**src/rtl/col_cfg_sequencer.sv**
```systemverilog
// Control-plane sequencer for the dual-pixel colour-reduce datapath: it keeps a shadow table of
// per-channel levels and, once per requested frame boundary, programs each channel with one change strobe.
module col_cfg_sequencer #(
   parameter int         NUM_CH  = 3,
   parameter int         SETTLE  = 2,
   parameter logic [2:0] DEF_VAL = 3'd7
) (
   input  logic       clk,
   input  logic       reset,
   input  logic       cfg_we,
   input  logic [1:0] cfg_addr,
   input  logic [2:0] cfg_data,
   input  logic       apply_req,
   input  logic       frame_start,
   output logic [1:0] switch_sels,
   output logic [2:0] switch_vals,
   output logic       change,
   output logic       busy,
   output logic       applied
);

   typedef enum logic [2:0] {
      S_IDLE,
      S_WAIT_FRAME,
      S_SETUP,
      S_STROBE,
      S_SETTLE,
      S_DONE
   } state_t;

   state_t     state, state_n;
   logic [1:0] ch, ch_n;
   logic [7:0] cnt, cnt_n;
   logic       pending, pending_n;
   logic       snap_take;
   logic       change_n, busy_n, applied_n;

   // Four slots always exist so a 2-bit index can never fall outside the arrays;
   // slots at or above NUM_CH are never written and never programmed.
   logic [2:0] shadow   [4];
   logic [2:0] shadow_n [4];
   logic [2:0] snap     [4];

   always_comb begin
      for (int i = 0; i < 4; i++) begin
         if (cfg_we && (int'(cfg_addr) == i) && (int'(cfg_addr) < NUM_CH))
            shadow_n[i] = cfg_data;
         else
            shadow_n[i] = shadow[i];
      end
   end

   always_ff @(posedge clk or negedge reset) begin
      if (!reset)
         state <= S_IDLE;
      else
         state <= state_n;
   end

   always_comb begin
      state_n   = state;
      ch_n      = ch;
      cnt_n     = cnt;
      pending_n = pending;
      snap_take = 1'b0;

      case (state)
         S_IDLE: begin
            // frame_start is deliberately ignored here: the frame that coincides with
            // a request is too early to count as the boundary for that request.
            if (apply_req || pending) begin
               state_n   = S_WAIT_FRAME;
               pending_n = 1'b0;
            end
         end
         S_WAIT_FRAME: begin
            if (frame_start) begin
               state_n   = S_SETUP;
               ch_n      = 2'd0;
               snap_take = 1'b1;
            end
         end
         S_SETUP: begin
            state_n = S_STROBE;
         end
         S_STROBE: begin
            state_n = S_SETTLE;
            cnt_n   = 8'(SETTLE - 1);
         end
         S_SETTLE: begin
            if (cnt == 8'd0) begin
               if (ch == 2'(NUM_CH - 1)) begin
                  state_n = S_DONE;
               end else begin
                  state_n = S_SETUP;
                  ch_n    = ch + 2'd1;
               end
            end else begin
               cnt_n = cnt - 8'd1;
            end
         end
         S_DONE: begin
            state_n = S_IDLE;
         end
         default: begin
            state_n = S_IDLE;
         end
      endcase

      // Requests arriving mid-run coalesce into a single re-run from IDLE.
      if ((state != S_IDLE) && apply_req)
         pending_n = 1'b1;

      change_n  = (state_n == S_STROBE);
      busy_n    = (state_n != S_IDLE);
      applied_n = (state_n == S_DONE);
   end

   always_ff @(posedge clk or negedge reset) begin
      if (!reset) begin
         ch          <= 2'd0;
         cnt         <= 8'd0;
         pending     <= 1'b0;
         switch_sels <= 2'd0;
         switch_vals <= 3'd0;
         change      <= 1'b0;
         busy        <= 1'b0;
         applied     <= 1'b0;
         for (int i = 0; i < 4; i++) begin
            shadow[i] <= DEF_VAL;
            snap[i]   <= DEF_VAL;
         end
      end else begin
         ch      <= ch_n;
         cnt     <= cnt_n;
         pending <= pending_n;
         change  <= change_n;
         busy    <= busy_n;
         applied <= applied_n;
         for (int i = 0; i < 4; i++) begin
            shadow[i] <= shadow_n[i];
            if (snap_take)
               snap[i] <= shadow_n[i];
         end
         // sels/vals stay put outside SETUP, so IDLE keeps the last programmed pair.
         if (state == S_SETUP) begin
            switch_sels <= ch;
            switch_vals <= snap[ch];
         end
      end
   end

endmodule

```
**config.mk**
```make
export PLATFORM = sky130hd
export DESIGN_NAME = col_cfg_sequencer
export DESIGN_NICKNAME = d
export VERILOG_FILES = /design/src/rtl/col_cfg_sequencer.sv
export SDC_FILE = /design/constraint.sdc
export NUM_CORES = 1
export LEC_CHECK = 0
export BUFFER_PORTS_ARGS = -buffer_cell sky130_fd_sc_hd__buf_2
export CORE_AREA = 2 2 63 65
export CTS_CLUSTER_SIZE = 28
export DETAILED_ROUTE_END_ITERATION = 8
export DIE_AREA = 0 0 65 67
export GPL_TIMING_DRIVEN = 0
export PLACE_DENSITY = 0.79
export SLEW_MARGIN = 10
export SYNTH_ARGS = -nofsm -noshare
export SYNTH_HDL_FRONTEND = slang
export SYNTH_SLANG_ARGS = --single-unit
```
**constraint.sdc**
```tcl
create_clock -name clk -period 2.25 [get_ports clk]
set_clock_uncertainty 0.15 [all_clocks]
set_input_delay 0.3375 -clock clk [delete_from_list [all_inputs] [get_ports clk]]
set_output_delay 0.3375 -clock clk [all_outputs]
set_load 0.01 [all_outputs]
```
==> results.md, run 1 <==
* Setup Fix Bufs, Post-CTS at 0
* Total GRT Usage at 18.62%
* Synth async-reset ratio at 100.0%
* Seq cells post-synth at 46
* Setup-failing EPs final at 0
* CP required at 2.32 ns
* RR Startpoint: state[2]
* Initial core utilization at 56.49%
* DRT Wirelength at 3.430 mm
* Placed insts at 211
* Routing usage on met3 at 4.561%
* Max-slew violation count at 0
* Worst-path cell chain: buf_6 -> nor4bb_1 -> buf_2 -> buf_6 -> mux2_1
* Vias in the first global route at 1310
* Synth warn at 0
* DIE AREA at 0.004355 sq mm
* CTS tree: built
* Post-synth top flop: dfstp_2
* Die Height at 67 microns
* Area grow syn2layout at 12.41%
* Root Driver: clkbuf_8
* Max Buffers Root-to-Sink at 2
* N_diodes at 0
* Final Hold Viols at 0
* Wire per inst at 15.66 microns
* Tcrit/Tclk final at 78.79%
* First-pass GRT wire length at 5.982 mm
* Cell mode on critical path: buf_6
* Post-route ant nets at 0
* Final worst path period need at 1.773 ns
* Grt total ovfl at 0
* Status: finished clean
* CP endpoint kind: flip-flop
* Sink Count at 46
* Synth area leaders: dfstp_2 31%, dfrtp_1 27%, mux2_2 8.3%
* Distinct cells, synth at 33
* PwrDens at 1232 mW/mm^2
* Port-buffer cells at 17
* Clk_lat worst skew at 0.29 ns
* Vias per std cell at 5.347
* Final HPWL DP at 2.449 mm
* Syn Inst Count at 146
* Fin cells at 219
* Initial DRC Count at 93
* RSZ-0062 raised after global routing: no
* EDFF count, synth at 0
* FP Rows at 22
* DRT Pass-1 Iters at 4
* Avg Inst Size Synth at 13.95 sq um
* Die W at 65 microns
* Cts hold-fix bufs at 0
* RD Place Congestion at 0.8095
* Htree depth at 2
* Setup total negative slack at 0 ns
* CTS resizes at 0
* Crit-path max FO at 10
* Share of the synthesized area in the top cell type at 30.96%
* Clk pin slew, worst setup/hold paths at 0.09 ns
* Syn_nets at 159
* Post-synthesis cell area at 0.002037 sq mm
* Delay-heaviest family, CP: buffers and inverters
* Largest net degree at the start of global routing at 47
* Placed inst area at 0.002182 sq mm
* Max_slew headroom at 35.20%
* Finished Cell Area at 0.002290 sq mm
* Residual DRC count at 0
* Final core utilization at 63.50%
* GR Layer Usage met2 at 32.22%
* Worst slew pin tran at 0.9721 ns
* Most common cell in the synthesized netlist: dfstp_2
* Worst reg2reg setup slack at 0.48 ns
* Share of layout cells above drive strength 1 at 44.44%
* Slowest-stage cell, CP: dfrtp_1
* Total Power Consumption at 0.002820 W
* CTS buffer count at 5
* CP Launch Point: state[2]
* Hold Crit Class: input port to async pin
* WP buf/inv at 3
* Vias at 1171
* Core Box Area at 0.003606 sq mm
* Most frequent cells after synthesis: 24 x dfstp_2, 22 x dfrtp_1, 15 x mux2_2, 12 x nand2_1, 11 x mux2_1
* Crit-path max cell delay at 0.39 ns
* Startpoint Class: flip-flop
* Crit path kind: flip-flop to flip-flop
* Worst IR Drop VDD at 0.4866 mV
* Met1 usage at 22.77%
* GR peak layer: met2
* Crit path DAT at 1.84 ns
* Seq/Total Area, Yosys at 57.99%
* Initial antenna violation count at 0
* Area leader, netlist: dfstp_2
* Top Ports at 18
* Nets at 183
* LEAKAGE at 1.012 nW
* Max-cap violations at 0
* Fmax at 564.1 MHz
## area by class of cell
cell class                      count  area [sq um]
Inverter                            4         15.01
Buffer                              6         38.79
Multi-Input combinational cell     90         802.0
Timing Repair Buffer               17         85.08
Sequential cell                    46          1181
Tap cell                           48         60.06
Clock inverter                      2         13.76
Clock buffer                        6         93.84
Fill cell                         267          1316
## path summary, 6_finish.rpt
path / endpoint / cells after the start
worst max-delay path: snap[2] / 5
worst min-delay path: switch_vals[0] / 1
worst max register to register: snap[2] / 5
worst min register to register: shadow[0] / 1
max in group asynchronous: cnt[5] / 1
min in group clk: pending / 2
## logic make-up after synthesis
group / count (synthesis) / synth area share, %
DFF: 46 / 57.99
and+or+nand+nor: 40 / 12.90
muxes: 35 / 20.64
AOI/OAI and AO/OA: 12 / 3.993
buffers and inverters: 10 / 2.641
adders and majority gates: 3 / 1.843
## report_power, final
| group | total, W | switching (W) | internal, W |
|---|---|---|---|
| clock | 0.000568 | 0.000279 | 0.000288 |
| sequential | 0.00138 | 0.000214 | 0.00116 |
| combinational | 0.000877 | 0.000420 | 0.000457 |
## sequential cells by signal, summed over array words and instances, names as in the netlist, 2 cells and up
signal	cells
switch_vals	3
cnt	8
state	3
shadow	12
ch	2
switch_sels	2
snap	12
## metrics by stage
stage	hold slack [ns]	setup WS, ns
after floorplan	-0.1081	0.6503
after global placement	0.2826	0.4343
after detailed placement	0.2905	0.4140
after CTS	0.08260	0.4699
after global routing	0.1234	0.3417
final	0.04368	0.4772
## cell usage in the layout, fill, tap and decap left out
cell	n
a21boi_4	1
a21oi_1	3
and3b_1	1
buf_2	18
buf_6	2
clkbuf_1	3
clkbuf_16	1
clkbuf_8	5
clkinv_2	1
dfrtp_1	22
dfstp_2	24
ha_1	3
inv_1	4
inv_6	1
mux2_1	11
mux2_2	15
mux2i_1	6
mux4_2	3
nand2_1	12
nand3_1	3
nand3b_1	5
nand4_1	1
nand4b_1	2
nor2_1	7
nor3_1	1
nor3b_1	1
nor3b_2	1
nor3b_4	2
nor4_1	1
nor4_4	1
nor4bb_1	1
o21ai_0	3
o21ai_1	2
o22a_1	1
o22ai_1	1
o31ai_1	1
or2_2	1
## metal layers
metal | vias up | wire, microns
met5 | - | 0
met4 | 0 | 29
met3 | 2 | 90
met2 | 13 | 1809
met1 | 591 | 1500
li1 | 565 | -
No activity file was read; power rests on OpenSTA's default activity.
==> inputs of run 2 (changes only) <==
- clock period: 2.25 -> 1.7 ns (I/O delays scaled with it)
==> run 2 against run 1 <==
The run now ends with hold timing left. Register-to-register slack got worse by 0.47 ns. Sequential cell count stayed put. Combinational power rose by 84%. Worst setup slack lost 0.47 ns. Non-clock buffer count up 13. Global-route usage grew 0.37 points. Via count increased by 8.4%. Largest cell class unchanged. Highest routed layer unchanged.
==> results.md, run 2 (synthesized netlist as in run 1, its figures left out) <==
* Status: complete, but fails checks
* Failing checks: hold timing
* Worst IR Drop VDD at 0.7674 mV (+58%)
* RD Place Congestion at 0.8095 (unchanged)
* CTS buffer count at 5 (unchanged)
* Seq pwr share at 44.1% (-4.7 points)
* Setup-failing EPs final at 0 (unchanged)
* Initial antenna violation count at 0 (unchanged)
* Final core utilization at 69.50% (+6.0 points)
* Vias at 1269 (+8.4%)
* Crit path kind: flip-flop to flip-flop
* RSZ-0062 raised after global routing: yes
* N_diodes at 0 (unchanged)
* Clock power frac at 17.8% (-2.3 points)
* Clk_lat worst skew at 0.30 ns (about the same)
* LEAKAGE at 1.111 nW (+9.8%)
* R2R depth at 4 (-1)
* Hold_ws at -0.02421 ns (-0.06789 ns)
* Total GRT Usage at 18.99% (+0.37 points)
* Final worst path period need at 1.689 ns (-0.08371 ns)
* Vias in the first global route at 1328 (+1.4%)
* Initial DRC Count at 84 (-9.7%)
* Area grow syn2layout at 23.03%
* Crit path DAT at 1.72 ns (-0.12 ns)
* Comb power frac at 38.1% (+7.0 points)
* Top Ports at 18 (unchanged)
* Largest net degree at the start of global routing at 47 (unchanged)
* Htree depth at 2 (unchanged)
* Worst R2R End: switch_vals[2]
* Max-slew violation count at 0 (unchanged)
* DRT Pass-1 Iters at 4 (unchanged)
* Tcrit/Tclk final at 99.36% (+21 points)
* FP Rows at 22 (unchanged)
* Post-route ant nets at 0 (unchanged)
* Finished Cell Area at 0.002506 sq mm (+9.5%)
* Wire per inst at 17.86 microns (+14%)
* Share of layout cells above drive strength 1 at 55.43% (+11 points)
* Crit-path max FO at 7 (-3)
* Nets at 196 (+7.1%)
* Root Driver: clkbuf_8
* CP endpoint kind: flip-flop
* CTS tree: built
* Placed insts at 211 (unchanged)
* Max_slew headroom at 33.05% (-2.1 points)
* Residual DRC count at 0 (unchanged)
* Core Box Area at 0.003606 sq mm (unchanged)
* Largest regs: shadow x12, snap x12, cnt x8
* Switching Fraction at 32.17% (-0.23 points)
* Startpoint Class: flip-flop
* Die W at 65 microns (unchanged)
* Port-buffer cells at 17 (unchanged)
* CP required at 1.73 ns (-0.59 ns)
* Max Buffers Root-to-Sink at 2 (unchanged)
* PwrDens at 1690 mW/mm^2 (+37%)
* Most frequent cells in the layout: 24 x dfstp_2, 19 x dfrtp_1, 17 x buf_2
* Grt total ovfl at 0 (unchanged)
* Placed inst area at 0.002182 sq mm (unchanged)
* Fin cells at 232 (+5.9%)
* Sink Count at 46 (unchanged)
* RR Startpoint: state[2]
* Hold Crit Class: input port to async pin
* Max-cap violations at 0 (unchanged)
* Die Height at 67 microns (unchanged)
* DRT Wirelength at 4.144 mm (+21%)
* Clk pin slew, worst setup/hold paths at 0.09 ns (about the same)
* Vias per std cell at 5.470 (+2.3%)
* Worst reg2reg setup slack at 0.01 ns (-0.47 ns)
* Worst slew pin tran at 1.004 ns (+0.03224 ns)
* Fmax at 592.0 MHz (+5.0%)
* Cell Int Power at 0.002873 W (+51%)
* Final Hold Viols at 22 (+22)
* Commonest non-fill, non-tap cell in the layout: dfstp_2
* Initial core utilization at 56.49% (unchanged)
* DIE AREA at 0.004355 sq mm (unchanged)
* Final HPWL DP at 2.449 mm (unchanged)
* NetSw at 0.001363 W (+49%)
* First-pass GRT wire length at 6.085 mm (+1.7%)
## run 2: metal layers
layer | vias to the layer above | GRT usage, % | part of all wire (%)
met3 | 10 | 4.561 | 3.8
li1 | 596 | - | -
met2 | 24 | 33.25 | 52
met5 | - | 0 | 0
met4 | 0 | 6.383 | 1.9
met1 | 639 | 22.99 | 42
## run 2: power groups by stage
stage	clock network (W)	registers [W]	logic, W
finish	0.000756	0.00187	0.00161
global route	0.000809	0.00192	0.00177
CTS	0.000767	0.00183	0.00121
detailed placement	0	0.00185	0.00116
global placement	0	0.00181	0.00111
floorplan	0	0.00180	0.000879
## run 2: worst max-delay path by stage
stage / from / end / depth (start not counted)
6_report: state[2] / switch_vals[2] / 4
5_1_grt: cnt[5] / state[2] / 5
4_1_cts: cnt[0] / ch[1] / 6
3_5_place_dp: cnt[0] / ch[1] / 6
3_3_place_gp: cfg_addr[1] / snap[9] / 4
2_1_floorplan: state[2] / snap[10] / 5
## run 2: metrics by stage
| step | TNS [ns] | worst slack [ns] | total power [W] | hold slack (ns) |
|---|---|---|---|---|
| after floorplan | 0 | 0.1003 | 0.002678 | -0.1906 |
| after global placement | -0.1875 | -0.03322 | 0.002917 | 0.2826 |
| after detailed placement | -0.3360 | -0.06804 | 0.003009 | 0.2905 |
| after CTS | -0.005368 | -0.005368 | 0.003809 | 0.00009981 |
| after global routing | -0.2484 | -0.06845 | 0.004501 | 0.04656 |
| final | 0 | 0.01092 | 0.004236 | -0.02421 |
## run 2: area by class of cell
cell class	instances	area, sq um
clock inverters	2	13.76
plain buffers	6	48.80
multi-input cells	90	869.6
well taps	48	60.06
inverters	4	15.01
repair buffers	30	220.2
flip-flops and latches	46	1185
clock buffers	6	93.84
fillers	224	1100
## run 2: what timing repair did
action / CTS / global route
setup endpoints to repair: 10 / 19
hold buffers: 0 / 0
buffers inserted: 2 / 10
cloned: 0 / 1
pin swaps: 1 / 7
resized for setup: 2 / 22
## run 2: worst max-delay path, cell delays in order (launching register included)
cell and delay (ns):
dfrtp_1 0.39, buf_6 0.14, buf_12 0.12, nor3b_4 0.38, mux2_2 0.39
